`src/rtl/trigger_deadlock_reporter.sv`:
```
// Qualifies persistent HLS deadlock-monitor block flags as a deadlock.
// It latches a diagnostic snapshot and interrupts until software acknowledges.
module trigger_deadlock_reporter #(
  parameter int unsigned NUM_MON   = 1,
  parameter int unsigned NUM_AXIS  = 7,
  parameter int unsigned THRESH_W  = 16,
  parameter int unsigned MON_IDX_W = 1
) (
  input  logic                 clock,
  input  logic                 reset,
  input  logic                 enable,
  input  logic [THRESH_W-1:0]  threshold,
  input  logic [NUM_MON-1:0]   mon_block,
  input  logic [NUM_AXIS-1:0]  axis_block_sigs,
  input  logic                 ack,
  output logic                 deadlock_irq,
  output logic                 deadlock_valid,
  output logic [MON_IDX_W-1:0] culprit_mon,
  output logic [NUM_AXIS-1:0]  axis_snapshot,
  output logic [THRESH_W-1:0]  block_cycles,
  output logic [7:0]           event_count
);

  typedef enum logic [1:0] {StIdle, StArmed, StCounting, StDetected} state_e;

  state_e                state_q, state_d;
  logic                  irq_q, irq_d;
  logic [MON_IDX_W-1:0]  culprit_q, culprit_d;
  logic [NUM_AXIS-1:0]   snap_q, snap_d;
  logic [THRESH_W-1:0]   bc_q, bc_d;
  logic [7:0]            evt_q, evt_d;

  logic                  any_blk;
  logic [THRESH_W-1:0]   thr_eff;
  logic [THRESH_W:0]     bc_plus_one;
  logic                  reached;
  logic [THRESH_W-1:0]   bc_inc;
  logic [MON_IDX_W-1:0]  low_idx;
  logic                  detect;

  assign any_blk     = |mon_block;
  assign thr_eff     = (threshold == '0) ? {{(THRESH_W-1){1'b0}}, 1'b1} : threshold;
  // One bit wider so the compare cannot wrap when block_cycles is all-ones.
  assign bc_plus_one = {1'b0, bc_q} + {{THRESH_W{1'b0}}, 1'b1};
  assign reached     = bc_plus_one >= {1'b0, thr_eff};
  assign bc_inc      = (&bc_q) ? bc_q : bc_plus_one[THRESH_W-1:0];

  // Descending scan so the lowest set index is written last.
  always_comb begin
    low_idx = '0;
    for (int i = int'(NUM_MON) - 1; i >= 0; i--) begin
      if (mon_block[i]) low_idx = MON_IDX_W'(i);
    end
  end

  always_comb begin
    state_d   = state_q;
    irq_d     = 1'b0;
    culprit_d = culprit_q;
    snap_d    = snap_q;
    bc_d      = bc_q;
    evt_d     = evt_q;
    detect    = 1'b0;

    unique case (state_q)
      StIdle: begin
        bc_d = '0;
        if (enable) state_d = StArmed;
      end
      StArmed: begin
        bc_d = '0;
        if (any_blk) begin
          if (thr_eff == {{(THRESH_W-1){1'b0}}, 1'b1}) begin
            detect = 1'b1;
          end else begin
            state_d = StCounting;
            bc_d    = {{(THRESH_W-1){1'b0}}, 1'b1};
          end
        end
      end
      StCounting: begin
        if (!any_blk) begin
          state_d = StArmed;
          bc_d    = '0;
        end else if (reached) begin
          detect = 1'b1;
        end else begin
          bc_d = bc_inc;
        end
      end
      StDetected: begin
        if (ack) begin
          state_d = StArmed;
          bc_d    = '0;
        end else if (any_blk) begin
          bc_d = bc_inc;
        end
      end
      default: state_d = StIdle;
    endcase

    if (detect) begin
      state_d   = StDetected;
      irq_d     = 1'b1;
      culprit_d = low_idx;
      snap_d    = axis_block_sigs;
      bc_d      = bc_inc;
      if (evt_q != 8'hFF) evt_d = evt_q + 8'd1;
    end

    // Disable overrides detection and ack; diagnostics are kept for software.
    if (!enable) begin
      state_d = StIdle;
      irq_d   = 1'b0;
      bc_d    = '0;
    end
  end

  always_ff @(posedge clock) begin
    if (reset) begin
      state_q   <= StIdle;
      irq_q     <= 1'b0;
      culprit_q <= '0;
      snap_q    <= '0;
      bc_q      <= '0;
      evt_q     <= '0;
    end else begin
      state_q   <= state_d;
      irq_q     <= irq_d;
      culprit_q <= culprit_d;
      snap_q    <= snap_d;
      bc_q      <= bc_d;
      evt_q     <= evt_d;
    end
  end

  assign deadlock_irq   = irq_q;
  assign deadlock_valid = (state_q == StDetected);
  assign culprit_mon    = culprit_q;
  assign axis_snapshot  = snap_q;
  assign block_cycles   = bc_q;
  assign event_count    = evt_q;

endmodule

```
`config.mk`:
```
export PLATFORM = sky130hd
export DESIGN_NAME = trigger_deadlock_reporter
export DESIGN_NICKNAME = d
export VERILOG_FILES = /design/src/rtl/trigger_deadlock_reporter.sv
export SDC_FILE = /design/constraint.sdc
export NUM_CORES = 1
export LEC_CHECK = 0
export BUFFER_PORTS_ARGS = -buffer_cell sky130_fd_sc_hd__buf_2
export CAP_MARGIN = 15
export CORE_MARGIN = 2
export CORE_UTILIZATION = 58
export DETAILED_ROUTE_END_ITERATION = 10
export GPL_TIMING_DRIVEN = 0
export PLACE_DENSITY = 0.95
export SLEW_MARGIN = 20
export SYNTH_ARGS = -nofsm -noshare
export SYNTH_HDL_FRONTEND = slang
export SYNTH_SLANG_ARGS = --single-unit
```
`constraint.sdc`:
```
create_clock -name clock -period 10.4 [get_ports clock]
set_input_delay 2.08 -clock clock [delete_from_list [all_inputs] [get_ports clock]]
set_output_delay 2.08 -clock clock [all_outputs]
set_load 0.02 [all_outputs]
```
## Word-level counts from Yosys, hierarchy flattened

Index checks and enable logic that the tools add are counted.

- Memories: 0
- Word-level logic and storage cells: 49
- Bits in registers: 34
- Bits in latches: 0
- Output and inout port bits: 34
- Memory bits (read-only): 0
- RAM bits: 0

- Div/mod/pow operators: 0
- Shifts and indexed selects: 0
- $mul: 0
- Equal/unequal tests: 11
- Reduce and logical (&&, ||, !) cells: 7
- Bitwise operators: 1
- $lt $le $gt $ge: 1
- Add/sub/neg operators: 2
- Multiplexer cells: 22

Operators by type and width:

| kind | count |
|---|---|
| $mux 16 | 7 |
| $pmux 16 s4 | 1 |
| $add 16x1->17 const B | 1 |
| $ge 17x16->1 | 1 |
| $eq 16x1->1 const B | 1 |
| $logic_not 16->1 | 1 |
| $reduce_and 16->1 | 1 |
| $mux 2 | 5 |
| $ne 3x3->1 const B | 3 |
| $add 8x1->8 const B | 1 |
| $ne 8x8->1 const B | 1 |
| $pmux 2 s4 | 1 |
| $mux 1 | 7 |
| $eq 2x2->1 const B | 2 |
| $ne 4x3->1 const B | 1 |
| $ne 4x4->1 const B | 1 |
| $reduce_and 2->1 | 2 |
| $reduce_and 4->1 | 1 |
| $ne 3x2->1 const B | 1 |
| $eq 2x1->1 const B | 1 |
| $logic_not 2->1 | 1 |
| $pmux 1 s2 | 1 |
| $reduce_or 2->1 | 1 |
| $not 1->1 | 1 |

## Logic depth before layout (Yosys ltp)

Gate-level depths: netlist of run 1.

- Depth after elaboration: 8
- Gate-level depth with buffers: 18
- Mapped depth without buffers: 16

## Least setup slack after synthesis of run 1

Ideal clock, no wire load.

- Kind: input port to flip-flop
- From: input port threshold[12]
- To: register evt_q[5] (netlist: event_count[5])
- Path buffers: 0
- Required time: 10,277 ps
- Arrival time: 4,392 ps
- Slack: 5,885 ps
- Stages on the path: 11
- Path through: nor3_1 -> and4_1 -> or2_2 -> ha_1 -> nand2b_1 -> a21oi_1 -> or3_1 -> a31oi_4 -> o21ai_2 -> nor4_1 -> mux2_1

- Longest elaborated chain between the ends: 7
- Elaborated cells between the ends (all ways): 10
- Classes of those cells: 1 x order compare; 1 x eq/ne; 6 x mux; 2 x reduce/logical

Ends and longest elaborated chain:

| item | line | RTL |
|---|---|---|
| from (decl) | 12 | `input logic [THRESH_W-1:0] threshold,` |
| $logic_not 16->1 | 42 | `assign thr_eff = (threshold == '0) ? {{(THRESH_W-1){1'b0}}, 1'b1} : threshold;` |
| $mux 16 (*) | 42 |  |
| $ge 17x16->1 or $eq 16x1->1 (tied branches) | 45, 73 |  |
| $mux 1, on equally long branches | 85, 73 |  |
| $mux 1, on equally long branches | 82, 72 |  |
| $pmux 1 s2 (*) | 65 | `unique case (state_q)` |
| $reduce_and 2->1 (no line) (*) | -- |  |
| to (signal assigned) | 133 | `evt_q <= evt_d;` |
| to (decl) | 31 | `logic [7:0] evt_q, evt_d;` |

Every way passes the cells marked *; elsewhere a longest branch is shown, timed or not.
A chain may end at the register's enable or synchronous reset.

## Worst setup path after layout of run 1

- From: input port threshold[1]
- To: register bc_q[8] (netlist: block_cycles[8])

- Longest elaborated chain between the ends: 8
- Elaborated cells between the ends (all ways): 13
- Classes of those cells: 1 x order compare; 3 x eq/ne; 7 x mux; 2 x reduce/logical

Ends and longest elaborated chain:

| item | line | RTL |
|---|---|---|
| $logic_not 16->1 | 42 |  |
| $mux 16 (*) | 42 |  |
| $ge 17x16->1 or $eq 16x1->1 (tied branches) | 45, 73 |  |
| $mux 1, on equally long branches | 85, 73 |  |
| $mux 1, on equally long branches | 82, 72 |  |
| $pmux 1 s2 | 65 |  |
| $ne 4x4->1 (no line) or $ne 4x3->1 (tied branches) | -- |  |
| $reduce_and 2->1 (no line) | -- |  |
| to (signal assigned) | 125 | `bc_q <= '0;` |
| to (signal assigned) | 132 | `bc_q <= bc_d;` |
| to (decl) | 30 | `logic [THRESH_W-1:0] bc_q, bc_d;` |

Marked as above.

==> results of run 1 <==
synth_stat cells, types with 3 or more instances:
cell type	number
a31oi_1	4
buf_2	3
mux2i_1	7
nor3_1	5
o21ai_0	12
xor2_1	9
clkbuf_1	4
o31ai_1	9
ha_1	23
nor2_1	27
nand3_1	12
xnor2_1	6
o211ai_1	3
nand4_1	4
or4_1	6
nor4_1	4
and3_1	3
nand2b_1	4
a21oi_2	3
a21oi_1	21
inv_1	23
a311oi_1	4
nand2_1	20
nor2b_1	5
dfxtp_1	34
or3_1	5
stage by stage:
step | setup WS, ps | hold slack (ps) | total power, mW
floorplan | 5885 | 557.4 | 0.1451
global placement | 5330 | 472.0 | 0.1526
detailed placement | 5235 | 483.3 | 0.1536
CTS | 5527 | 503.1 | 0.2525
global route | 5209 | 526.4 | 0.2592
finish | 5497 | 506.2 | 0.2514
tightest hold or removal path: stages (launching register included):
cell     delay [ps]
dfxtp_1         330
mux2i_1          70
nor2_1           80
flip-flops by register name, indices dropped and copies added (netlist names):
signal	cells
axis_snapshot	7
event_count	8
state_q	2
block_cycles	16
deadlock_irq	1
final timing paths:
check / startpoint / endpoint / slack (ps) / depth (start not counted)
max: threshold[1] / block_cycles[8] / 5500 / 13
min: axis_snapshot[5] / axis_snapshot[5] / 510 / 2
max reg2reg: block_cycles[0] / block_cycles[8] / 5600 / 16
min reg2reg: axis_snapshot[5] / axis_snapshot[5] / 510 / 2
report_power, final:
| group | internal, mW | switching (mW) | total (mW) |
|---|---|---|---|
| Clock | 0.0534 | 0.0472 | 0.101 |
| Sequential | 0.131 | 0.000758 | 0.131 |
| Combinational | 0.00881 | 0.0106 | 0.0194 |
| Total | 0.193 | 0.0585 | 0.251 |
routing by layer:
| layer | up-vias | GRT usage, % | wire length [microns] |
|---|---|---|---|
| met5 | - | 0 | 0 |
| li1 | 1218 | - | - |
| met3 | 20 | 5.233 | 425 |
| met4 | 0 | 10.68 | 191 |
| met2 | 111 | 45.19 | 3065 |
| met1 | 1164 | 31.25 | 2563 |
final cells by class:
type	instances	area [sq um]
buffer	11	67.56
inverter	24	90.09
clock inverter	1	5.005
sequential	34	680.7
timing repair buffer	59	295.3
clock buffer	7	86.33
multi-input combinational	230	1643
fill	299	1127
tap	50	62.56
cell families after synthesis:
kind of cell	after synthesis	share of synthesized area [%]
XOR/XNOR	15	5.295
AO/OA/AOI/OAI	74	21.18
multiplexers	8	3.278
AND/OR/NAND/NOR	109	24.71
other	1	0.1511
buffers and inverters	35	6.353
adder cells (fa/ha/maj)	23	11.60
flip-flops	34	27.43
==> impl_metrics.json, run 1 <==
{
  "status": "complete, no violations",
  "ctsHoldBuffers": 0,
  "synthFlopType": "dfxtp_1",
  "fin_cells": 416,
  "clk_pin_slew_ps": 70,
  "die_y_microns": 69.41,
  "min_path_type": "reg2reg",
  "clockBufferDepth": 2,
  "cp_common_cell": "buf_2",
  "tightest_slew_ps": 574.6,
  "drc_errors": 0,
  "post-route-cell-area_sq_um": 2930,
  "hpwl_mm": 4.735,
  "nNetsFinal": 416,
  "critPathBufInv": 2,
  "cpPeakStageDelay_ps": 430,
  "ys_warn_count": 0,
  "routed_wl_mm": 6.245,
  "async_flop_share_pct": 0,
  "ys_ff_latch": 34,
  "drt_iter0_markers": 162,
  "rows": 23,
  "finalClockSkew_ps": 6.594,
  "startpoint_type": "primary input",
  "ctsHtreeMaxLevel": 2,
  "yosysUniqueCellTypes": 59,
  "gr-total-overflow": 0,
  "grt_use_total_pct": 26.06,
  "post_cts_resized": 0,
  "cts.sinks": 34,
  "maxSlewViolCount": 0,
  "wl_per_cell_microns": 15.01,
  "ir_drop_v": 0.00009462,
  "synth-edff-count": 0,
  "design.core.area_sq_um": 4058,
  "arrival_ps": 5050,
  "placed_cell_area_sq_um": 2839,
  "initial_core_util_pct": 61.15,
  "yosys-top-cells-area": "dfxtp_1, ha_1, a21oi_1, nor2_1, inv_1",
  "setup_viol": 0,
  "yosysSeqAreaShare_pct": 27.43,
  "io_buffers": 59,
  "final_layout_size_suffix_gt1_share_pct": 24.86,
  "syn_nets": 350,
  "fp.dieArea_sq_um": 4817,
  "slowest_stage": "o21ai_2",
  "area_growth_pct": 18.10,
  "clk_latency_ps": 280,
  "cp_cell_sequence": "buf_2, nor4_1, and4_1, or2_2, ha_1, nand2b_1, a21oi_1, or3_1, a31oi_4, o21ai_2, a41o_1, buf_2, a211oi_1",
  "grt_pass1_vias": 2419,
  "cts_tree": "yes",
  "fin_crit_ps": 4903,
  "max-cap-violations": 0,
  "dieWidth_microns": 69.41,
  "antenna_found_initial": 0,
  "grt_pass1_wl_mm": 10.49,
  "crit_required_ps": 10550,
  "critical_path_peak_fanout": 10,
  "power_density_nw_per_um2": 85.80,
  "netlist_instances": 299,
  "vias": 2513,
  "post-route-period-util_pct": 47.14,
  "via_per_inst": 6.041,
  "hold_viol": 0,
  "diodes": 0,
  "fin_util_pct": 72.22,
  "leakagePower_nw": 1.380,
  "netlist_area_sq_um": 2481,
  "max_freq_mhz": 204.0,
  "cts_setup_buffers": 0,
  "path_class": "in2reg",
  "gp_congestion": 0.8989,
  "cts_inserted_buffers": 5,
  "first_pass_iters": 5,
  "end_kind": "register",
  "cp_top_family": "simple AND/OR/NAND/NOR gates",
  "final_common_cell": "buf_2",
  "yosysTopAreaCell": "dfxtp_1",
  "finalSetupTns_ps": 0,
  "syn_area_per_cell_sq_um": 8.298,
  "cts_root_buf": "clkbuf_8",
  "rsz0062_at_grt": "false",
  "layout_common_cells": "buf_2, dfxtp_1, nor2_1",
  "antenna_left": 0,
  "io_pins": 62,
  "grt_max_degree": 11,
  "dpl.cell_count": 408,
  "relSlewSlack_pct": 61.29,
  "synth_top_area_share_pct": 27.43
}
(Power assumes the default switching activity.)
==> run 2, diff against run 1 <==
- CORE_UTILIZATION: 58 -> 48
- PLACE_DENSITY: 0.95 -> 0.87
- clock period: 10.4 -> 4 ns (I/O delays scaled with it)
==> run 2 against run 1 <==
  * Register-to-register slack lost 5400 ps
  * Largest cell class unchanged
  * Non-clock buffer count rose by 10
  * Clock skew down 1.1 ps
  * Hold slack worse by 4.6 ps
  * Sequential share of layout area is 1.3 points lower
  * Sequential power increased to 2.6 times the previous value
  * Clock power grew to 2.7 times the previous value
  * Critical path type is now reg2reg
  * Final cell count is 7.2% higher
  * Core utilization down 9.6 points
  * Die area up 20%
==> impl_metrics.json, run 2 (synthesis gave the netlist of run 1 again) <==
{
  "final_layout_size_suffix_gt1_share_pct": 32.18,
  "grt_use_total_pct": 22.97,
  "largest_reg_flops": 16,
  "critical_path_peak_fanout": 10,
  "routed_wl_mm": 6.626,
  "finalClockSkew_ps": 5.508,
  "diodes": 0,
  "initial_core_util_pct": 49.21,
  "fin_crit_ps": 3816,
  "crit_required_ps": 4240,
  "end_kind": "register",
  "final_common_cell": "buf_2",
  "clockBufferDepth": 2,
  "io_pins": 62,
  "path_class": "reg2reg",
  "max_freq_mhz": 262.0,
  "gr-total-overflow": 0,
  "post-route-cell-area_sq_um": 3157,
  "layout_common_cells": "buf_2, dfxtp_1, nor2_1",
  "area_growth_pct": 27.23,
  "n_fill_cell": 420,
  "fin_util_pct": 62.61,
  "fin_cells": 446,
  "grt_max_degree": 12,
  "maxSlewViolCount": 0,
  "clk_pin_slew_ps": 70,
  "hold_viol": 0,
  "antenna_found_initial": 0,
  "cts_root_buf": "clkbuf_8",
  "min_path_type": "reg2reg",
  "design.core.area_sq_um": 5042,
  "leakagePower_nw": 1.437,
  "clk_latency_ps": 290,
  "die_y_microns": 75.90,
  "gp_congestion": 0.8823,
  "placed_cell_area_sq_um": 2864,
  "vias": 2548,
  "wl_per_cell_microns": 14.86,
  "post-route-period-util_pct": 95.40,
  "setup_viol": 0,
  "startpoint_type": "register",
  "dpl_worst_slack_ps": -701.9,
  "hpwl_mm": 4.807,
  "power_density_nw_per_um2": 211.2,
  "fp.dieArea_sq_um": 5760,
  "layout_setup_ws_ps": 183.9,
  "grt_pass1_wl_mm": 10.02,
  "dpl.cell_count": 428,
  "tightest_slew_ps": 593.5,
  "antenna_left": 0,
  "cts_tree": "yes",
  "status": "complete, no violations",
  "via_per_inst": 5.713,
  "arrival_ps": 4050,
  "holdWs_ps": 501.6,
  "grt_pass1_vias": 2271,
  "max-cap-violations": 0,
  "drc_errors": 0,
  "cts.sinks": 34,
  "cts_inserted_buffers": 5,
  "relSlewSlack_pct": 60.02,
  "drt_iter0_markers": 195,
  "first_pass_iters": 4,
  "ctsHtreeMaxLevel": 2,
  "ir_drop_v": 0.0001887,
  "io_buffers": 59,
  "nNetsFinal": 426,
  "rows": 26,
  "dieWidth_microns": 75.90
}
-- run 2: routing by layer --
| layer | up-vias | global-route usage (%) | wire length [microns] |
|---|---|---|---|
| met5 | - | 0 | 0 |
| met4 | 0 | 7.992 | 150 |
| met3 | 15 | 4.630 | 446 |
| met2 | 107 | 42.05 | 3374 |
| met1 | 1185 | 26.29 | 2654 |
| li1 | 1241 | - | - |
-- run 2: report_power, final --
part | leakage, nW | total, mW | switching (mW) | internal, mW
registers | 0.278 | 0.341 | 0.00202 | 0.339
clock network | 0.0472 | 0.274 | 0.136 | 0.138
logic | 1.11 | 0.0515 | 0.0278 | 0.0237
total | 1.44 | 0.667 | 0.166 | 0.501
-- run 2: worst paths after layout --
path	from	end	slack (ps)	cells after the start
worst min register to register	axis_snapshot[0]	axis_snapshot[0]	500	2
worst max-delay path	block_cycles[0]	block_cycles[11]	180	16
worst min-delay path	axis_snapshot[0]	axis_snapshot[0]	500	2
worst max register to register	block_cycles[0]	block_cycles[11]	180	16
-- run 2: per-stage QoR --
step                setup TNS [ps]  power [mW]
finish                           0      0.6668
global route                -15.07      0.6917
CTS                              0      0.6667
detailed placement          -15830      0.3990
global placement            -11440      0.3967
floorplan                        0      0.3772
-- run 2: final cells by class --
type	instances	area (sq um)	share of cell area [%]
Buffer	11	70.07	2.220
Clock buffer	6	82.58	2.616
Clock inverter	2	12.51	0.3964
Inverter	24	91.34	2.893
Multi-Input combinational cell	230	1749	55.41
Sequential cell	34	693.2	21.96
Tap cell	70	87.58	2.774
Timing Repair Buffer	69	370.4	11.73
-- run 2: worst max-delay path: stages, from the launching register on --
cell and delay [ps]:
dfxtp_4 420, ha_4 180, nand3_4 140, nor2_4 170, nand3_2 160, nor2_2 170
and3_1 190, xnor2_1 170, inv_1 130, ha_4 270, and3_1 200, a211oi_4 380
clkinv_2 150, o21a_1 250, buf_6 160, or4_4 480, a21oi_2 140
-- run 2: repair_timing --
action | 4_1_cts | 5_1_grt
gates resized for setup | 12 | 16
pin swaps | 2 | 6
endpoints found under the setup margin | 33 | 28
buffers inserted | 1 | 9
hold buffers | 0 | 0
==> run 3, diff against run 2 <==
- PLACE_DENSITY: 0.87 -> 0.77
==> run 3 against run 2 <==
  * Global-route usage down 0.35 points
  * Highest routed layer unchanged
  * Largest power group is now clock
  * Flip-flop and latch count unchanged
  * Setup slack better by 36 ps
  * Sequential power about the same
  * Total power up 17%
  * Count of clock-buffer cells in the layout down 1
  * Die area unchanged
  * Sequential share of layout area up 0.20 points
  * Clock skew up 2.3 ps
  * Combinational power down 2%
  * Via count down 3.3%
==> impl_metrics.json, run 3 (synthesis gave the netlist of run 1 again) <==
{
  "status": "complete, no violations",
  "largest_reg_flops": 16,
  "hold_viol": 0,
  "gr-total-overflow": 0,
  "power_density_nw_per_um2": 250.5,
  "via_per_inst": 5.590,
  "max_freq_mhz": 264.6,
  "setup_viol": 0,
  "fp.dieArea_sq_um": 5760,
  "maxSlewViolCount": 0,
  "ctsHtreeMaxLevel": 2,
  "area_growth_pct": 25.87,
  "fin_crit_ps": 3780,
  "io_buffers": 59,
  "clockBufferDepth": 2,
  "end_kind": "register",
  "io_pins": 62,
  "holdWs_ps": 495.6,
  "grt_pass1_wl_mm": 9.922,
  "cts_root_buf": "clkbuf_8",
  "clk_latency_ps": 300,
  "nNetsFinal": 421,
  "arrival_ps": 3960,
  "relSlewSlack_pct": 61.63,
  "finalClockSkew_ps": 7.760,
  "tightest_slew_ps": 569.6,
  "finalSetupTns_ps": 0,
  "cts_tree": "yes",
  "crit_required_ps": 4180,
  "vias": 2465,
  "gp_congestion": 0.8469,
  "design.core.area_sq_um": 5042,
  "final_common_cell": "buf_2",
  "drc_errors": 0,
  "rsz0062_at_grt": "false",
  "die_y_microns": 75.90,
  "final_layout_size_suffix_gt1_share_pct": 29.92,
  "routed_wl_mm": 6.140,
  "first_pass_iters": 4,
  "layout_common_cells": "buf_2, dfxtp_1, nor2_1",
  "initial_core_util_pct": 49.21,
  "antenna_left": 0,
  "startpoint_type": "register",
  "antenna_found_initial": 0,
  "wl_per_cell_microns": 13.92,
  "cp_cell_sequence": "ha_2, nand3_4, nor2_4, nand3_2, nor2_4, and3_1, xnor2_1, inv_1, ha_1, and3_1, a211oi_4, inv_2, o21a_1, buf_6, buf_2, o31ai_1, a21oi_1",
  "ir_drop_v": 0.0002308,
  "placed_cell_area_sq_um": 2864,
  "max-cap-violations": 0,
  "n_fill_cell": 444,
  "grt_use_total_pct": 22.62,
  "grt_pass1_vias": 2259,
  "cpPeakStageDelay_ps": 390,
  "power.total_uw": 782.4,
  "min_path_type": "reg2reg",
  "post-route-period-util_pct": 94.50,
  "fin_util_pct": 61.94,
  "post-route-cell-area_sq_um": 3123,
  "cts_inserted_buffers": 5,
  "critical_path_peak_fanout": 10,
  "rows": 26,
  "diodes": 0,
  "grt_max_degree": 13,
  "dieWidth_microns": 75.90,
  "slowest_stage": "dfxtp_2",
  "cts.sinks": 34,
  "drt_iter0_markers": 211,
  "leakagePower_nw": 1.443,
  "hpwl_mm": 4.566,
  "clk_pin_slew_ps": 80,
  "path_class": "reg2reg"
}
==> run 3: cell types whose count changed in the layout (fill, tap and decap cells not counted), sizes merged <==
cell	change
clkinvlp	-1
inv	+1
clkinv	-1
bufinv	+2
clkbuf	-1
buf	-5
==> run 3: worst max-delay path: cells and delay by family, from the launching register on <==
family / cells / cell delay (ps)
adder cells (fa/ha/maj): 2 / 590
XOR/XNOR: 1 / 180
buffers and inverters: 4 / 500
AO/OA/AOI/OAI: 4 / 940
AND/OR/NAND/NOR: 6 / 1040
flip-flops: 1 / 390
==> run 3: final timing paths <==
path              slack [ps]                to  cells past startpoint              from
setup / recovery         220   block_cycles[0]                     17   block_cycles[1]
hold / removal           500  axis_snapshot[1]                      2  axis_snapshot[1]
setup reg to reg         220   block_cycles[0]                     17   block_cycles[1]
hold reg to reg          500  axis_snapshot[1]                      2  axis_snapshot[1]
==> run 3: routing by layer <==
layer | track usage, % | up-vias | part of all wire (%)
met5 | 0 | - | 0
met4 | 8.382 | 0 | 1.0
met3 | 4.630 | 7 | 6.4
met2 | 38.12 | 87 | 48
met1 | 28.42 | 1143 | 44
li1 | - | 1228 | -
==> run 3: final cells by class <==
type	count	area, sq um	area share (%)
multi-input combinational	230	1709	54.73
timing repair buffer	64	332.8	10.66
tap	70	87.58	2.804
inverter	24	90.09	2.885
clock buffer	5	68.82	2.204
buffer	11	73.82	2.364
clock inverter	3	68.82	2.204
sequential	34	691.9	22.16
==> run 3: repair_timing <==
item	CTS	global route
hold buffers	0	0
gates resized for setup	13	10
pin swaps	1	5
buffers inserted	1	4
setup endpoints to repair	33	32
==> run 3: metrics by stage <==
stage | instances | setup slack [ps]
final | 441 | 220.1
after global routing | 441 | 20.12
after CTS | 437 | 15.38
after detailed placement | 428 | -645.2
after global placement | 428 | -634.4
after floorplan | 299 | 57.37
==> run 3: where the power goes <==
part	total (mW)	internal [mW]	switching (mW)	leakage [nW]
registers	0.341	0.339	0.00205	0.278
clock network	0.391	0.250	0.141	0.0683
logic	0.0505	0.0230	0.0275	1.10
